==> src/rtl/qr_pkg.sv <==
// qr_pkg: shared types and constants for the Gram-Schmidt QR datapath.
package qr_pkg;
    localparam int N_MAX_DEF  = 8;
    localparam int N_COLS_DEF = 8;
    localparam int Q_FRAC     = 8;
    localparam logic [15:0] Q_ONE = 16'h0100;
    typedef enum logic [2:0] {
        eIDLE,
        eCLEAR,
        eSTART,
        eRUN,
        eWAIT_DP,
        eDONE
    } seq_state_e;
endpackage

==> src/rtl/dot_product_seq.sv <==
// dot_product_seq: runs one dot-product job on the shared MAC, streaming rows from the column buffer.
module dot_product_seq
    import qr_pkg::*;
#(
    parameter int N_MAX  = N_MAX_DEF,
    parameter int N_COLS = N_COLS_DEF,
    parameter int ROW_W  = $clog2(N_MAX),
    parameter int COL_W  = $clog2(N_COLS),
    parameter int LEN_W  = $clog2(N_MAX + 1)
) (
    input  logic             clk_i,
    input  logic             reset_i,
    input  logic             v_i,
    output logic             ready_o,
    input  logic [COL_W-1:0] col_a_i,
    input  logic [COL_W-1:0] col_b_i,
    input  logic [LEN_W-1:0] len_i,
    output logic             mem_rd_en_o,
    output logic [ROW_W-1:0] mem_row_o,
    output logic [COL_W-1:0] mem_col_a_o,
    output logic [COL_W-1:0] mem_col_b_o,
    input  logic [15:0]      mem_data_a_i,
    input  logic [15:0]      mem_data_b_i,
    output logic             dp_reset_o,
    output logic [15:0]      dp_A_o,
    output logic [15:0]      dp_B_o,
    output logic             dp_A_v_o,
    output logic             dp_B_v_o,
    input  logic             dp_ready_i,
    output logic             dp_done_acc_o,
    input  logic             dp_v_i,
    input  logic [15:0]      dp_accum_i,
    output logic             dp_yumi_o,
    output logic [15:0]      result_o,
    output logic             v_o,
    input  logic             yumi_i
);
    seq_state_e       state_q, state_d;
    logic [ROW_W-1:0] k_q, k_d;
    logic [LEN_W-1:0] len_q, len_d;
    logic [COL_W-1:0] col_a_q, col_a_d;
    logic [COL_W-1:0] col_b_q, col_b_d;
    logic [15:0]      result_q, result_d;
    logic [LEN_W-1:0] len_clamp;
    logic             in_run;
    logic             last;
    logic             has_next;

    assign len_clamp = (len_i > LEN_W'(N_MAX)) ? LEN_W'(N_MAX) : len_i;
    assign in_run    = state_q == eRUN;
    assign last      = LEN_W'(k_q) == len_q - LEN_W'(1);
    assign has_next  = (LEN_W'(k_q) + LEN_W'(1)) < len_q;

    always_comb begin
        state_d  = state_q;
        k_d      = k_q;
        len_d    = len_q;
        col_a_d  = col_a_q;
        col_b_d  = col_b_q;
        result_d = result_q;
        case (state_q)
            eIDLE: begin
                if (v_i) begin
                    col_a_d = col_a_i;
                    col_b_d = col_b_i;
                    len_d   = len_clamp;
                    if (len_clamp == '0) begin
                        result_d = '0;
                        state_d  = eDONE;
                    end else begin
                        state_d = eCLEAR;
                    end
                end
            end
            eCLEAR: state_d = eSTART;
            eSTART: begin
                if (dp_ready_i) begin
                    k_d     = '0;
                    state_d = eRUN;
                end
            end
            eRUN: begin
                if (last) state_d = eWAIT_DP;
                else      k_d = k_q + ROW_W'(1);
            end
            eWAIT_DP: begin
                if (dp_v_i) begin
                    result_d = dp_accum_i;
                    state_d  = eDONE;
                end
            end
            eDONE:   state_d = yumi_i ? eIDLE : eDONE;
            default: state_d = eIDLE;
        endcase
    end

    always_ff @(posedge clk_i) begin
        if (reset_i) begin
            state_q  <= eIDLE;
            k_q      <= '0;
            len_q    <= '0;
            col_a_q  <= '0;
            col_b_q  <= '0;
            result_q <= '0;
        end else begin
            state_q  <= state_d;
            k_q      <= k_d;
            len_q    <= len_d;
            col_a_q  <= col_a_d;
            col_b_q  <= col_b_d;
            result_q <= result_d;
        end
    end

    // eSTART primes row 0; each eRUN cycle consumes row k and prefetches row k+1
    assign ready_o       = state_q == eIDLE;
    assign mem_rd_en_o   = (state_q == eSTART) | (in_run & has_next);
    assign mem_row_o     = in_run ? k_q + ROW_W'(1) : '0;
    assign mem_col_a_o   = col_a_q;
    assign mem_col_b_o   = col_b_q;
    assign dp_reset_o    = reset_i | (state_q == eCLEAR);
    assign dp_A_o        = in_run ? mem_data_a_i : '0;
    assign dp_B_o        = in_run ? mem_data_b_i : '0;
    assign dp_A_v_o      = state_q == eSTART;
    assign dp_B_v_o      = state_q == eSTART;
    assign dp_done_acc_o = in_run & last;
    assign dp_yumi_o     = (state_q == eWAIT_DP) & dp_v_i;
    assign v_o           = state_q == eDONE;
    assign result_o      = result_q;
endmodule

==> config.mk <==
export PLATFORM = sky130hd
export DESIGN_NAME = dot_product_seq
export DESIGN_NICKNAME = d
export VERILOG_FILES = /design/src/rtl/qr_pkg.sv /design/src/rtl/dot_product_seq.sv
export SDC_FILE = /design/constraint.sdc
export NUM_CORES = 1
export LEC_CHECK = 0
export BUFFER_PORTS_ARGS = -buffer_cell sky130_fd_sc_hd__buf_4
export CELL_PAD_IN_SITES_DETAIL_PLACEMENT = 1
export CELL_PAD_IN_SITES_GLOBAL_PLACEMENT = 2
export CORE_MARGIN = 2
export CORE_UTILIZATION = 20
export CTS_CLUSTER_DIAMETER = 150
export CTS_CLUSTER_SIZE = 10
export DETAILED_ROUTE_END_ITERATION = 16
export PLACE_DENSITY = 0.82
export SETUP_SLACK_MARGIN = 0.15
export SLEW_MARGIN = 20
export SYNTH_ARGS = -nofsm -noshare
export SYNTH_HDL_FRONTEND = slang
export SYNTH_SLANG_ARGS = --single-unit
export TNS_END_PERCENT = 100
==> constraint.sdc <==
create_clock -name clk_i -period 2.43 [get_ports clk_i]
set_input_delay 0.486 -clock clk_i [delete_from_list [all_inputs] [get_ports clk_i]]
set_output_delay 0.486 -clock clk_i [all_outputs]
set_load 0.1 [all_outputs]
======== Yosys cells after proc, flatten, opt, wreduce, memory -nomap -nowiden ========
Cells that the tools add are included.
storage, ports and cells
  bits in registers ....................... 32
  input bits .............................. 64
cells by class
  add/sub/neg operators ................... 3
  magnitude comparators ................... 2
  eq/ne operators ......................... 12
  multiplexer cells ....................... 18
  bitwise gates (word level) .............. 5
  reduce and logical (&&, ||, !) cells .... 8
operators by type and width
  cell                 number
  $mux 16              5
  $pmux 16 s2          1
  $mux 3               9
  $pmux 3 s6           1
  $reduce_and 4->1     2
  $eq 3x2->1 const B   2
  $eq 3x3->1 const B   2
  $ne 2x1->1 const B   3
  $ne 2x2->1 const B   3
  $pmux 3 s2           1
  $add 3x1->4 const B  1
  $eq 3x4->1           1
  $gt 4x4->1 const B   1
  $logic_not 4->1      1
  $lt 4x4->1           1
  $mux 4               1
  $reduce_bool 2->1    2
  $sub 4x1->4 const B  1
  $add 3x1->3 const B  1
  $and 1x1->1          3
  $eq 3x1->1 const B   1
  $logic_not 3->1      1
  $reduce_and 3->1     1
  $or 1x1->1           2
  $reduce_and 2->1     1

======== Longest topological paths before layout ========
Gate-level depths: netlist of run 1.
  depth after elaboration ................. 6
  depth in mapped cells ................... 7

======== Worst setup path after synthesis of run 1 ========
Ideal clock, no wire load.
  path type ............................... flip-flop to flip-flop
  from .................................... register state_q[1]
  to ...................................... register len_q[3]
  data arrival time ....................... 3.432 ns
  required time ........................... 2.298 ns
  setup slack ............................. -1.134 ns
  cell stages (with the launch flop) ...... 6
  buffers on the path ..................... 1
  period minus slack after synthesis ...... 3.564 ns
  cells stage by stage .................... dfxtp_1 -> buf_2 -> nor3_1 -> nand2_1 -> nand2_1 -> a21oi_1
on the way
  cells in the longest elaborated chain, start to end .. 2
ends and longest elaborated chain
  what                               RTL line                text
  start, declared                    dot_product_seq.sv:38   seq_state_e state_q, state_d;
  start signal, assigned             dot_product_seq.sv:99   state_q <= eIDLE;
  start signal, assigned             dot_product_seq.sv:106  state_q <= state_d;
  $logic_not 3->1                    n/a
  net ready_o                        dot_product_seq.sv:14   output logic ready_o,
  $reduce_and 2->1 (no source line)  n/a
  end signal, assigned               dot_product_seq.sv:108  len_q <= len_d;
  end, declared                      dot_product_seq.sv:40   logic [LEN_W-1:0] len_q, len_d;
The timed path passes the listed nets, and every way through them passes these cells.
A chain may end at the register's enable or synchronous reset.

======== Worst setup path in the final report of run 1 ========
  from .................................... register k_q[0]
  to ...................................... output mem_rd_en_o
on the way
  cells in the longest elaborated chain, start to end .. 4
ends and longest elaborated chain
  what                    RTL line                text
  start, declared         dot_product_seq.sv:39   logic [ROW_W-1:0] k_q, k_d;
  start signal, assigned  dot_product_seq.sv:107  k_q <= k_d;
  $add 3x1->4             dot_product_seq.sv:52   assign has_next = (LEN_W'(k_q) + LEN_W'(1)) < len_q;
  $lt 4x4->1              dot_product_seq.sv:52
  $and 1x1->1             dot_product_seq.sv:117  assign mem_rd_en_o = (state_q == eSTART) | (in_run & has_next);
  $or 1x1->1              dot_product_seq.sv:117
  end, declared           dot_product_seq.sv:18   output logic mem_rd_en_o,
No other way between the ends.

==> impl_metrics.tcl, run 1 <==
set metrics [dict create \
    synth_most_common_cell "and3_1" \
    r2r_start "len_q[0]" \
    grt_usage 0.138 \
    ys_seq_area_frac 0.372 \
    grt_pass1_vias 2118 \
    vias 2087 \
    fin_crit_ns 2.46 \
    r2r_end "k_q[2]" \
    cp-start-kind "register" \
    worst_ep_arrival_time_ns 1.97 \
    via_per_inst 4.60 \
    place_congestion 0.740 \
    hold_end "mem_col_a_o[1]" \
    fp.dieW_um 96.7 \
    cts.sinks 32 \
    crit_slowest_cell "dfxtp_2" \
    hpwl_um 5010 \
    fmax_mhz 407 \
    final_cells 454 \
    slew_headroom 0.628 \
    cts_tree "built" \
    cts_buffer_depth 2 \
    area_growth_pct 83.1 \
    synth-edff-count 0 \
    core_area_um2 8260 \
    chipHeight_um 96.7 \
    fin_ws_ns -0.0251 \
    hp-class "in2reg" \
    tightest_slew_ns 0.553 \
    timing.hold.ws_ns 0.447 \
    synth_warnings 0 \
    yosys.area.top_type_share 0.372 \
    synth_cell_types 32 \
    totalWireLength_um 6790 \
    hp-start "col_a_i[1]" \
    power_mw 2.40 \
    status "finished with violations" \
    skew_ns 0.00869 \
    reg2reg_depth 8 \
    cellLeakagePower_nw 1.52 \
    path_cells "ha_4, ha_4, nor2b_4, o21a_1, o21ai_2, nand2b_1, a21oi_4, buf_12" \
    timing.final.crit_share 1.01 \
    drt_pass1_iterations 4 \
    nNetsFinal 418 \
    clockRootBuffer "clkbuf_8" \
    grt_max_degree 45 \
    synth_area_leaders "dfxtp_1 37%, and3_1 13%, a22oi_1 7.4%" \
    setup_viol 1 \
    maxSlewViolCount 0 \
    syn_area_um2 1720 \
    fin_tns_setup_ns -0.0251 \
    cts_max_level 2 \
    initial_core_util 0.208 \
    post-place-ws_ns 0.0127 \
    crit_buf_inv 1 \
    clkTransAtPathRegs_ns 0.07 \
    syn_nets 291 \
    post_drt_wl_per_cell_um 15.0 \
    top_level_ports 129 \
    layout-drive-gt1-share 0.576 \
    syn_avg_cell_area_um2 7.78 \
    peakVddDrop_v 0.000346 \
    power_density_nw_per_um2 761 \
    yosys.area.top_type "dfxtp_1" \
    synth_cells 221 \
    hold_depth 3 \
    crit_type "reg2out" \
    dp_cells 443 \
    drc 0 \
    crit_family "adder cells" \
    synth_common_cells "36 x and3_1, 32 x dfxtp_1, 24 x nor2_1, 23 x nand2_1" \
    ys_ff_latch 32 \
    drtAntennaViolNets 0 \
    synthFlopType "dfxtp_1" \
    cts_buffers 5 \
    rsz0062_at_grt "true" \
    antenna_found_initial 0 \
    hold_viol 0 \
    drtIter0Drc 71 \
    crit_required_ns 1.94 \
    port-buffer-count 128 \
    path_max_fanout 2 \
    worstSkewPairLatency_ns 0.28 \
    failed_checks "negative setup slack" \
    num_rows 33 \
    ctsHoldBuffers 0 \
    drv_cap 0 \
    grt_pass1_wl_um 10800 \
    antenna_cells 0 \
    max_stage_delay_ns 0.34 \
    grt_overflow 0 \
    dieArea_um2 9360 \
    async_flop_share 0 \
    end_kind "output port" \
    r2r_slack_ns 0.58 \
    crit_top_cell "ha_4" \
]
per-layer routing:
metal  track usage  vias up  routed length (um)
li1              -     1029                   -
met1         0.163      989                2850
met2         0.252       65                3480
met3        0.0412        4                 423
met4        0.0195        0                  31
met5             0        -                   0
placed cells by master (no fill, tap or decap), types with 2 or more instances in the layout:
cell type  netlist  routed
xor2_2           0       2
ha_4             0       3
nor2_1          24      21
a22oi_1         17      17
nand2_1         23      23
buf_4            1     137
a21oi_4          0       2
nor2b_1          4       2
o21ai_0          6       5
and3_1          36       7
dfxtp_1         32      28
nand3b_1         3       3
a21oi_1         17      16
a21o_1           2       2
buf_12           0       3
nand2b_1         4       4
dfxtp_2          0       3
clkbuf_8         0       7
and3_2           0      29
nor2_4           0       2
inv_1            4       3
nor4_1           4       4
ha_1             6       3
worst max-delay path by stage:
| stage | slack (ns) | end | cells past startpoint | start |
|---|---|---|---|---|
| detailed placement | 0.01 | mem_rd_en_o | 8 | k_q[0] |
| global route | -0.11 | mem_rd_en_o | 8 | k_q[0] |
| finish | -0.03 | mem_rd_en_o | 8 | k_q[0] |
| CTS | -0.04 | mem_rd_en_o | 8 | k_q[0] |
| floorplan | -0.05 | mem_col_a_o[0] | 5 | state_q[1] |
| global placement | 0.08 | mem_rd_en_o | 8 | k_q[0] |
stage by stage:
step	area, um^2	utilization
6_report	3150	0.382
5_1_grt	3150	0.382
4_1_cts	3100	0.375
3_5_place_dp	2880	0.349
3_3_place_gp	2880	0.349
2_1_floorplan	1790	-
layout make-up:
class                   count  area [um^2]
multi-input cells         165         1140
inverters                   4         20.0
clock buffers               7         96.3
clock inverters             1         30.0
well taps                 105          131
fillers                  1012         5110
repair buffers            140         1090
flip-flops and latches     32          648
sequential cells by signal (all words and copies together), names as in the netlist:
register,cells
mem_col_b_o,3
result_o,16
state_q,3
mem_col_a_o,3
len_q,4
k_q,3
what timing repair did:
action | 4_1_cts | 5_1_grt
gates resized for setup | 18 | 10
pin swaps | 7 | 9
setup endpoints to repair | 2 | 2
setup buffers | 3 | 0
worst reg2reg max path: stages (launching register included):
cell and delay (ns):
dfxtp_2 0.32, inv_1 0.12, ha_4 0.16, xor2_2 0.14, a311o_2 0.16, a21oi_4 0.06
buf_4 0.14, or4b_1 0.51, a21oi_1 0.17
kinds of logic after synthesis:
kind of cell,after synthesis,synth area share
AND/OR/NAND/NOR,106,0.321
AO/OA/AOI/OAI,49,0.183
flip-flops,32,0.372
buffers and inverters,24,0.0582
adder cells (fa/ha/maj),6,0.0436
XOR/XNOR,3,0.0153
multiplexers,1,0.00654
power by group:
| part | internal, mW | switching, mW |
|---|---|---|
| Clock | 0.362 | 0.204 |
| Combinational | 0.336 | 0.894 |
| Sequential | 0.565 | 0.0378 |
No activity file was read; power rests on OpenSTA's default activity.
==> run 2, diff against run 1 <==
- ABC_AREA: default -> 1
- CORE_UTILIZATION: 20 -> 19
- PLACE_DENSITY: 0.82 -> 0.79
==> run 2 against run 1 <==
The flow now finishes without violations. Critical path type unchanged. Routed wire length fell by 2.9%. Utilization fell by 4.8 points. Cell count rose by 22%.
==> impl_metrics.tcl, run 2 <==
set metrics [dict create \
    peakVddDrop_v 0.000455 \
    cts_buffer_depth 2 \
    synth_area_leaders "dfxtp_1 34%, nand2_1 11%, inv_1 11%" \
    cellLeakagePower_nw 1.66 \
    num_rows 36 \
    nNetsFinal 490 \
    totalWireLength_um 6590 \
    final_common_cell "buf_4" \
    antenna_cells 0 \
    layout-drive-gt1-share 0.468 \
    cts_max_level 2 \
    p_int_mw 1.46 \
    setup_viol 0 \
    worst_ep_arrival_time_ns 1.75 \
    post_drt_wl_per_cell_um 11.9 \
    final_cells 554 \
    dieArea_um2 10700 \
    cp.depth 9 \
    largest_reg_flops 16 \
    seqPwrFrac 0.200 \
    worstSkewPairLatency_ns 0.28 \
    ys_ff_latch 32 \
    fmax_mhz 448 \
    reg2reg_depth 11 \
    multi_input_area_um2 1040 \
    vias 2243 \
    end_kind "output port" \
    place_congestion 0.804 \
    switching_share 0.582 \
    grt_usage 0.118 \
    synth_adder_area_share 0.0400 \
    crit_buf_inv 4 \
    rsz0062_at_grt "true" \
    yosys.area.top_type "dfxtp_1" \
    synth_compound_area_frac 0.115 \
    power_mw 3.50 \
    clkTransAtPathRegs_ns 0.06 \
    hp-class "reg2reg" \
    drt_pass1_iterations 4 \
    final_cell_mix "134 x buf_4, 51 x nand2_1, 48 x inv_1" \
    timing.final.crit_share 0.918 \
    dp_cells 540 \
    synth_top_family_by_area "simple AND/OR/NAND/NOR gates" \
    synth_warnings 0 \
    yosys.area.top_type_share 0.342 \
    synth_most_common_cell "nand2_1" \
    grt_overflow 0 \
    crit_required_ns 1.94 \
    cp-start-kind "register" \
    combPwrFrac 0.678 \
    via_per_inst 4.05 \
    cts.sinks 32 \
    max_stage_delay_ns 0.36 \
    grt_pass1_wl_um 9980 \
    fillerInstances 1235 \
    hold_viol 0 \
    fp.dieW_um 103 \
    synthFlopType "dfxtp_1" \
    synth_cell_types 27 \
    synth-edff-count 0 \
    tightest_slew_ns 0.379 \
    status "complete, no violations" \
    core_area_um2 9680 \
    cts_buffers 5 \
    clockPowerShare 0.122 \
    top_level_ports 129 \
    antenna_found_initial 0 \
    clockRootBuffer "clkbuf_8" \
    hold_depth 2 \
    dpl_cell_area_um2 2970 \
    ys_seq_area_frac 0.342 \
    crit_family "buffers and inverters" \
    crit_slowest_cell "dfxtp_4" \
    cts_tree "built" \
    grt_pass1_vias 2214 \
    synth_simple_gate_area_frac 0.347 \
    crit_type "reg2out" \
    power_density_nw_per_um2 1080 \
    chipHeight_um 103 \
    syn_avg_cell_area_um2 6.54 \
    drtIter0Drc 40 \
    skew_ns 0.00779 \
    slew_headroom 0.746 \
    syn_area_um2 1880 \
    fin_crit_ns 2.23 \
    timing.hold.ws_ns 0.461 \
    initial_core_util 0.194 \
    hpwl_um 5210 \
    synth_mux_area_frac 0 \
    synth_cells 287 \
    drv_cap 0 \
    synth-xor-area-share 0.00467 \
    path_max_fanout 3 \
    grt_max_degree 34 \
    maxSlewViolCount 0 \
    drtAntennaViolNets 0 \
    drc 0 \
    switchingPower_mw 2.04 \
    synth_common_cells "54 x nand2_1, 53 x inv_1, 48 x nor2_1, 32 x dfxtp_1, 23 x nand3_1" \
    ctsHoldBuffers 0 \
    area_growth_pct 72.4 \
    final_area_um2 3230 \
    path_cells "buf_6, ha_4, nand2_2, nor2_1, nand2_1, inv_2, nand4_1, clkinvlp_4, buf_12" \
    ff_latch_area_um2 652 \
    port-buffer-count 128 \
    async_flop_share 0 \
    syn_nets 357 \
]
-- run 2: cell types whose count changed in the layout (fill, tap and decap cells not counted), moves of 16 or more --
| cell | before | now |
|---|---|---|
| nand3_1 | 0 | 23 |
| nor2_1 | 21 | 47 |
| and3_2 | 29 | 0 |
| nand2_1 | 23 | 51 |
| a22oi_1 | 17 | 1 |
| inv_1 | 3 | 48 |
-- run 2: per-layer routing --
metal,part of all wire,vias up,GRT usage
li1,-,1132,-
met1,0.41,998,0.128
met2,0.44,105,0.205
met3,0.13,8,0.0544
met4,0.012,0,0.0344
met5,0,-,0
-- run 2: power groups by stage --
stage | combinational (mW) | sequential [mW] | clock (mW)
global route | 2.53 | 0.713 | 0.476
global placement | 2.21 | 0.691 | 0
floorplan | 1.56 | 0.892 | 0
CTS | 2.33 | 0.695 | 0.455
detailed placement | 2.23 | 0.694 | 0
finish | 2.38 | 0.700 | 0.426
-- run 2: path summary, 6_finish.rpt --
kind / from / endpoint / slack, ns
max: k_q[0] / dp_done_acc_o / 0.20
min: result_o[3] / result_o[3] / 0.46
max reg2reg: k_q[0] / k_q[0] / 0.64
min reg2reg: result_o[3] / result_o[3] / 0.46
-- run 2: repair_timing --
action                     CTS  global route
gates resized for setup     17            13
pin swaps                    4             8
setup endpoints to repair   35             3
gates cloned                 0             0
setup buffers                5             1
-- run 2: cell families (layout without fill, tap and decap cells) --
kind of cell,Yosys count,count (layout)
fa+ha+maj,6,6
flops,32,32
buf+inv,68,202
xor+xnor,1,1
simple gates,146,146
compound gates,34,34
-- run 2: final cells by class --
cell class                 count  area share
clock buffer                   6      0.0255
timing repair buffer         138       0.330
clock inverter                 2     0.00309
tap                          133      0.0515
multi-input combinational    187       0.320
inverter                      56      0.0677
sequential                    32       0.202
-- run 2: per-stage QoR --
stage / setup slack [ns] / TNS [ns] / util
after floorplan: -0.272 / -8.39 / -
after global placement: 0.295 / 0 / 0.306
after detailed placement: 0.277 / 0 / 0.306
after CTS: 0.148 / 0 / 0.327
after global routing: 0.108 / 0 / 0.334
final: 0.199 / 0 / 0.334
-- run 2: worst register-to-register path, stage by stage, from the launching register on --
cell and delay, ns:
dfxtp_4 0.36, buf_6 0.12, ha_4 0.25, nand2_2 0.04
nor2_1 0.09, nand2_1 0.08, inv_2 0.06, nand4_1 0.16
buf_4 0.19, buf_4 0.14, a21oi_1 0.13, nor2_1 0.06
